[src/rtl/trace_capture_buffer.sv]
// Trace capture buffer: per-channel pending regs, round-robin arbiter, show-ahead FIFO.
// Define TRACE_FILTER_EN to suppress events repeating the channel's last idx/data.
module trace_capture_lane #(
   parameter int DATA_W = 128,
   parameter int IDX_W  = 10,
   parameter int TS_W   = 32
) (
   input  logic              clk_i,
   input  logic              rst_i,
   input  logic              enable_i,
   input  logic              valid_i,
   input  logic [IDX_W-1:0]  idx_i,
   input  logic [DATA_W-1:0] data_i,
   input  logic [TS_W-1:0]   ts_i,
   input  logic              move_i,
   output logic              pend_vld_o,
   output logic [IDX_W-1:0]  pend_idx_o,
   output logic [DATA_W-1:0] pend_data_o,
   output logic [TS_W-1:0]   pend_ts_o,
   output logic              drop_o
);
   logic              vld_q, vld_d;
   logic [IDX_W-1:0]  idx_q;
   logic [DATA_W-1:0] data_q;
   logic [TS_W-1:0]   ts_q;
   logic              suppress, sample, busy, load;

`ifdef TRACE_FILTER_EN
   logic              last_vld_q;
   logic [IDX_W-1:0]  last_idx_q;
   logic [DATA_W-1:0] last_data_q;

   assign suppress = last_vld_q && (idx_i == last_idx_q) && (data_i == last_data_q);

   always_ff @(posedge clk_i) begin
      if (rst_i) begin
         last_vld_q  <= 1'b0;
         last_idx_q  <= '0;
         last_data_q <= '0;
      end else if (sample) begin
         last_vld_q  <= 1'b1;
         last_idx_q  <= idx_i;
         last_data_q <= data_i;
      end
   end
`else
   assign suppress = 1'b0;
`endif

   assign sample = enable_i & valid_i & ~suppress;
   // A slot being moved this cycle is free for refill.
   assign busy   = vld_q & ~move_i;
   assign drop_o = sample & busy;
   assign load   = sample & ~busy;

   always_comb begin
      vld_d = vld_q;
      if (load)        vld_d = 1'b1;
      else if (move_i) vld_d = 1'b0;
   end

   always_ff @(posedge clk_i) begin
      if (rst_i) begin
         vld_q  <= 1'b0;
         idx_q  <= '0;
         data_q <= '0;
         ts_q   <= '0;
      end else begin
         vld_q <= vld_d;
         if (load) begin
            idx_q  <= idx_i;
            data_q <= data_i;
            ts_q   <= ts_i;
         end
      end
   end

   assign pend_vld_o  = vld_q;
   assign pend_idx_o  = idx_q;
   assign pend_data_o = data_q;
   assign pend_ts_o   = ts_q;
endmodule

module trace_capture_buffer #(
   parameter int NUM_CH = 3,
   parameter int DATA_W = 128,
   parameter int IDX_W  = 10,
   parameter int DEPTH  = 16,
   parameter int TS_W   = 32,
   localparam int CH_W  = (NUM_CH > 1) ? $clog2(NUM_CH) : 1
) (
   input  logic                     clk_i,
   input  logic                     rst_i,
   input  logic                     enable_i,
   input  logic [NUM_CH-1:0]        ch_valid_i,
   input  logic [NUM_CH*IDX_W-1:0]  ch_idx_i,
   input  logic [NUM_CH*DATA_W-1:0] ch_data_i,
   output logic                     out_valid_o,
   input  logic                     out_ready_i,
   output logic [CH_W-1:0]          out_ch_o,
   output logic [IDX_W-1:0]         out_idx_o,
   output logic [DATA_W-1:0]        out_data_o,
   output logic [TS_W-1:0]          out_ts_o,
   output logic                     full_o,
   output logic [15:0]              drop_cnt_o
);
   localparam int AW = $clog2(DEPTH);

   typedef struct packed {
      logic [CH_W-1:0]   ch;
      logic [IDX_W-1:0]  idx;
      logic [DATA_W-1:0] data;
      logic [TS_W-1:0]   ts;
   } entry_t;

   logic [TS_W-1:0]                 ts_q;
   logic [CH_W-1:0]                 rr_q, rr_d;
   logic [AW:0]                     wr_q, wr_d, rd_q, rd_d;
   logic [15:0]                     drop_q, drop_d;
   entry_t                          mem_q [DEPTH];

   logic [NUM_CH-1:0]               pend_vld, move, drop;
   logic [NUM_CH-1:0][IDX_W-1:0]    pend_idx;
   logic [NUM_CH-1:0][DATA_W-1:0]   pend_data;
   logic [NUM_CH-1:0][TS_W-1:0]     pend_ts;

   logic                            gnt_found, push, pop, empty, full, space;
   logic [CH_W-1:0]                 gnt;
   logic [CH_W:0]                   cand;
   logic [4:0]                      ndrop;
   logic [16:0]                     drop_sum;
   entry_t                          head, wentry;

   for (genvar c = 0; c < NUM_CH; c++) begin : g_lane
      assign move[c] = push && (gnt == CH_W'(c));

      trace_capture_lane #(.DATA_W(DATA_W), .IDX_W(IDX_W), .TS_W(TS_W)) u_lane (
         .clk_i       (clk_i),
         .rst_i       (rst_i),
         .enable_i    (enable_i),
         .valid_i     (ch_valid_i[c]),
         .idx_i       (ch_idx_i[c*IDX_W +: IDX_W]),
         .data_i      (ch_data_i[c*DATA_W +: DATA_W]),
         .ts_i        (ts_q),
         .move_i      (move[c]),
         .pend_vld_o  (pend_vld[c]),
         .pend_idx_o  (pend_idx[c]),
         .pend_data_o (pend_data[c]),
         .pend_ts_o   (pend_ts[c]),
         .drop_o      (drop[c])
      );
   end

   // Round-robin search starting at rr_q, wrapping modulo NUM_CH.
   always_comb begin
      gnt_found = 1'b0;
      gnt       = '0;
      cand      = '0;
      for (int k = 0; k < NUM_CH; k++) begin
         cand = {1'b0, rr_q} + (CH_W+1)'(k);
         if (cand >= (CH_W+1)'(NUM_CH)) cand = cand - (CH_W+1)'(NUM_CH);
         if (!gnt_found && pend_vld[cand[CH_W-1:0]]) begin
            gnt_found = 1'b1;
            gnt       = cand[CH_W-1:0];
         end
      end
   end

   assign empty = (wr_q == rd_q);
   assign full  = (wr_q[AW] != rd_q[AW]) && (wr_q[AW-1:0] == rd_q[AW-1:0]);
   assign pop   = ~empty & out_ready_i;
   assign space = ~full | pop;
   assign push  = gnt_found & space;

   always_comb begin
      ndrop = '0;
      for (int c = 0; c < NUM_CH; c++) ndrop = ndrop + 5'(drop[c]);
   end

   assign drop_sum = {1'b0, drop_q} + 17'(ndrop);

   always_comb begin
      rr_d   = rr_q;
      wr_d   = wr_q;
      rd_d   = rd_q;
      drop_d = drop_sum[16] ? 16'hFFFF : drop_sum[15:0];
      if (push) begin
         wr_d = wr_q + 1'b1;
         rr_d = (gnt == CH_W'(NUM_CH-1)) ? '0 : gnt + 1'b1;
      end
      if (pop) rd_d = rd_q + 1'b1;
   end

   always_ff @(posedge clk_i) begin
      if (rst_i) begin
         ts_q   <= '0;
         rr_q   <= '0;
         wr_q   <= '0;
         rd_q   <= '0;
         drop_q <= '0;
      end else begin
         if (enable_i) ts_q <= ts_q + TS_W'(1);
         rr_q   <= rr_d;
         wr_q   <= wr_d;
         rd_q   <= rd_d;
         drop_q <= drop_d;
      end
   end

   assign wentry = '{ch: gnt, idx: pend_idx[gnt], data: pend_data[gnt], ts: pend_ts[gnt]};

   always_ff @(posedge clk_i) begin
      if (push) mem_q[wr_q[AW-1:0]] <= wentry;
   end

   // Head is forced to zero while empty so reset/idle outputs are defined.
   assign head        = empty ? '0 : mem_q[rd_q[AW-1:0]];
   assign out_valid_o = ~empty;
   assign out_ch_o    = head.ch;
   assign out_idx_o   = head.idx;
   assign out_data_o  = head.data;
   assign out_ts_o    = head.ts;
   assign full_o      = full;
   assign drop_cnt_o  = drop_q;
endmodule

[config.mk]
export PLATFORM = sky130hd
export DESIGN_NAME = trace_capture_buffer
export DESIGN_NICKNAME = d
export VERILOG_FILES = /design/src/rtl/trace_capture_buffer.sv
export SDC_FILE = /design/constraint.sdc
export NUM_CORES = 2
export LEC_CHECK = 0
export CAP_MARGIN = 10
export CELL_PAD_IN_SITES_DETAIL_PLACEMENT = 1
export CELL_PAD_IN_SITES_GLOBAL_PLACEMENT = 1
export CORE_AREA = 2 2 541 543
export CTS_CLUSTER_SIZE = 40
export DETAILED_ROUTE_END_ITERATION = 12
export DIE_AREA = 0 0 543 545
export PLACE_DENSITY_LB_ADDON = 0.1
export SYNTH_ARGS = -nofsm -noshare
export SYNTH_HDL_FRONTEND = slang
export SYNTH_SLANG_ARGS = --single-unit
[constraint.sdc]
create_clock -name clk_i -period 23.4 [get_ports clk_i]
set_clock_uncertainty 0.2 [all_clocks]
set_input_delay 4.68 -clock clk_i [delete_from_list [all_inputs] [get_ports clk_i]]
set_output_delay 4.68 -clock clk_i [all_outputs]
set_load 0.005 [all_outputs]
==> results.txt <==
----------------------------------------------------
[Clocking]
  CTS max path bufs ... 4
  Reg clk slew, reported paths ... 0.06 ns
  Setup bufs post-CTS ... 0
  Clock network latency to the later pin of the worst-skew pair ... 0.92 ns
  Library cell used as clock root buffer ... sky130_fd_sc_hd__clkbuf_16
  Hold-fix buffers at CTS ... 0
  Total number of clock tree sinks ... 3329
  Post-CTS sizing ... 0
  CTS H-Tree Depth ... 5
  Clock tree from TritonCTS ... yes
  Number of buffers inserted during clock tree synthesis ... 356

[Die]
  Width of the die ... 543 um
  Die extent in y ... 545 um
  Total core area ... 0.2901 mm2
  Full die area ... 0.2959 mm2
  Placement Rows ... 198
  Count of boundary I/O pins ... 611
  Initial core utilization ... 0.4474

[Worst setup path]
  Maximum net fanout on the critical path ... 47
  Terminus of the critical flop-to-flop path ... g_lane[0].u_lane.pend_data_o[86]
  Reg2Reg Setup Slack ... 16.88 ns
  Number of cell instances on the worst register-to-register path ... 13
  Class of the most critical setup path ... flop to output pin
  WP data arrival ... 6.92 ns
  Type of element launching the critical path ... flop
  Crit. End Element ... output pin
  Origin of the critical flop-to-flop path ... rr_q[0]
  Required time at the endpoint of the critical path ... 18.52 ns

[Power]
  Clock power frac ... 0.323
  P_leak ... 48.69 nW
  Pwr Density ... 114.1 mW/mm2
  Sequential power share ... 0.416
  Internal Dissipation ... 12.50 mW
  Switching power ... 4.967 mW
  Sum of internal, switching and leakage power ... 17.46 mW
  Maximum ir drop on the vdd rail ... 0.0001234 V
  Net switching fraction of the power ... 0.2844
  Combinational share of power ... 0.261

[Global route]
  Overflow left after global routing ... 0
  Global-route usage over all layers ... 0.2385
  Number of antenna violations at the first check in global routing ... 13
  Global-route wire length before repair ... 513900 um
  Maximum number of pins on one net before global-route repair ... 215
  Via count of the first global-routing pass ... 74490

[Timing]
  Setup repair after global routing missed its margin ... no
  Final Hold Vio Count ... 0
  Setup-failing EPs final ... 0
  Part of the cycle the worst path needs ... 0.5042
  Final Hold Slack ... 0.2510 ns
  Post-route worst setup slack ... 11.60 ns
  Slew Limit Headroom ... 0.1047
  Slew at the pin with the worst max-slew slack ... 1.334 ns
  Max Slew Vio Count ... 0
  Total Negative Setup Slacks ... 0 ns
  F_max ... 0.08476 GHz
  Final min period ... 11.80 ns

[Routing]
  Number of remaining DRC errors ... 0
  Routed len/inst ... 29.01 um
  Via-to-Cell Ratio ... 5.667
  TritonRoute pass-1 iters ... 7
  Via count ... 68910
  Drt initial violations ... 6403
  Total Routed Length ... 352800 um
  Remaining antenna violation count after routing ... 0

[Placement]
  Detailed placement HPWL ... 192200 um
  Quantity of I/O buffers inserted on ports ... 610
  Cell area after placement ... 0.1414 mm2
  DP Worst Slack ... 12.22 ns
  RD Place Congestion ... 0.7462

[Flow run]
  Max-cap check violation count ... 0

[Synth]
  Number of standard cells after synthesis ... 7169
  Portion of the post-synthesis area used by sequential elements ... 0.7256
  Total standard cell area after synthesis ... 0.1298 mm2
  Most used standard cells in the synthesized netlist ... sky130_fd_sc_hd__edfxtp_1, sky130_fd_sc_hd__nand2_1, sky130_fd_sc_hd__mux4_2, sky130_fd_sc_hd__dfxtp_1, sky130_fd_sc_hd__a21oi_1
  Flip-flop cell with the highest count after synthesis ... sky130_fd_sc_hd__edfxtp_1
  Ys Warns ... 0
  Proportion of netlist area held by the largest area contributor ... 0.6366
  Asr flop ratio synth ... 0
  Biggest area consumer among synthesized cells ... sky130_fd_sc_hd__edfxtp_1
  Synth area leaders ... sky130_fd_sc_hd__edfxtp_1, sky130_fd_sc_hd__mux4_2, sky130_fd_sc_hd__dfxtp_1, sky130_fd_sc_hd__mux2i_1, sky130_fd_sc_hd__nand2_1
  EDFF count, synth ... 2752
  Average size of a mapped cell ... 18.11 um2
  Cell with the most instances after synthesis ... sky130_fd_sc_hd__edfxtp_1
  Number of nets in the synthesized netlist ... 7604
  Synth Register Bits ... 3329
  Post-synthesis cell type count ... 50

[Final layout]
  Fraction of final layout cells with drive strength greater than 1 ... 0.2034
  Number of nets in the finished design ... 8392
  Fill cell total of the finished layout ... 26270
  Layout overhead on the synthesized area ... 17.95%
  Cell area after layout ... 0.1531 mm2

[Min path]
  Endpoint of the worst hold-timing path ... g_lane[1].u_lane.pend_data_o[46]
  Number of cells on the worst hold path ... 2
  Class of the worst hold path ... flop to flop
  Source of the worst hold timing path ... g_lane[1].u_lane.pend_data_o[46]

[Status]
  Result of the run ... complete, no violations

----------------------------------------------------
## per-layer routing
| metal | GRT usage | part of all wire | wire length, um | up-vias |
|---|---|---|---|---|
| met3 | 0.04043 | 0.061 | 21630 | 454 |
| met2 | 0.3877 | 0.48 | 170000 | 2012 |
| li1 | - | - | - | 29510 |
| met5 | 0 | 0.000065 | 23 | - |
| met4 | 0.05623 | 0.022 | 7822 | 4 |
| met1 | 0.3374 | 0.43 | 153400 | 36940 |
## placed cells by master (no fill, tap or decap), types with 50 or more instances in the layout
cell,n
sky130_fd_sc_hd__a21oi_1,368
sky130_fd_sc_hd__dfxtp_1,573
sky130_fd_sc_hd__nor2b_1,176
sky130_fd_sc_hd__buf_4,248
sky130_fd_sc_hd__mux4_2,860
sky130_fd_sc_hd__nand2b_1,346
sky130_fd_sc_hd__clkinv_1,69
sky130_fd_sc_hd__clkbuf_16,364
sky130_fd_sc_hd__nor2_1,50
sky130_fd_sc_hd__clkinv_2,55
sky130_fd_sc_hd__o21ai_0,139
sky130_fd_sc_hd__nand2_1,879
sky130_fd_sc_hd__clkbuf_1,81
sky130_fd_sc_hd__edfxtp_1,2752
sky130_fd_sc_hd__clkdlybuf4s50_1,609
sky130_fd_sc_hd__mux2i_1,345
## kinds of logic (layout without fill, tap and decap cells)
logic type	count (synthesis)	count (layout)	synth area share
AND/OR/NAND/NOR	1535	1535	0.05581
other	0	6	0
adder cells (fa/ha/maj)	14	14	0.001465
buffers and inverters	470	1555	0.01519
flip-flops	3329	3329	0.7256
multiplexers	1207	1207	0.1761
XOR/XNOR	48	48	0.003239
AO/OA/AOI/OAI	566	566	0.02258
## per-stage QoR
step | std cells | util
floorplan | 7169 | -
global placement | 11490 | 0.4873
detailed placement | 11490 | 0.4873
CTS | 12150 | 0.5275
global route | 12160 | 0.5277
finish | 12160 | 0.5278
## flip-flops by register name, indices dropped and copies added, names as in the netlist, named ones only
| register | flops |
|---|---|
| mem_q | 2752 |
| g_lane.u_lane.pend_data_o | 384 |
| g_lane.u_lane.pend_ts_o | 96 |
| ts_q | 32 |
| g_lane.u_lane.pend_idx_o | 30 |
| drop_cnt_o | 16 |
| rd_q | 5 |
| wr_q | 5 |
| g_lane.u_lane.pend_vld_o | 3 |
| rr_q | 2 |
## power groups by stage
stage / combinational [mW] / clock (mW) / sequential, mW
final: 4.56 / 5.64 / 7.26
after global routing: 4.89 / 5.97 / 7.31
after CTS: 4.66 / 5.76 / 7.27
after detailed placement: 4.65 / 0 / 7.39
after global placement: 4.60 / 0 / 7.37
after floorplan: 2.66 / 0 / 7.47
## critical path: stages (launching register included)
cell and delay [ns]:
sky130_fd_sc_hd__dfxtp_4 0.82, sky130_fd_sc_hd__buf_4 0.72, sky130_fd_sc_hd__buf_4 0.84, sky130_fd_sc_hd__buf_4 0.85
sky130_fd_sc_hd__buf_4 0.80, sky130_fd_sc_hd__mux4_2 0.61, sky130_fd_sc_hd__mux4_2 0.48, sky130_fd_sc_hd__nor2b_1 0.19
sky130_fd_sc_hd__clkdlybuf4s50_1 0.53
## area by class of cell
cell class / count / area (um2) / area share
clock buffers: 464 / 9674 / 0.06319
flip-flops and latches: 3329 / 94210 / 0.6153
clock inverters: 191 / 1967 / 0.01285
inverters: 16 / 67.56 / 0.0004413
multi-input cells: 3370 / 33840 / 0.2210
repair buffers: 884 / 8458 / 0.05524
well taps: 3900 / 4880 / 0.03187
diodes: 6 / 15.01 / 0.00009807
## how the worst max path moves through the flow
stage                startpoint              to  slack, ns  depth (start not counted)
finish                     flop  out_data_o[61]      11.60                          8
global route               flop  out_data_o[61]      10.85                          8
CTS                        flop  out_data_o[61]      11.23                          8
detailed placement         flop  out_data_o[61]      12.22                          8
global placement           flop  out_data_o[61]      12.26                          8
floorplan           out_ready_i     mem_q[0][0]       5.25                          4
(Power assumes the default switching activity.)
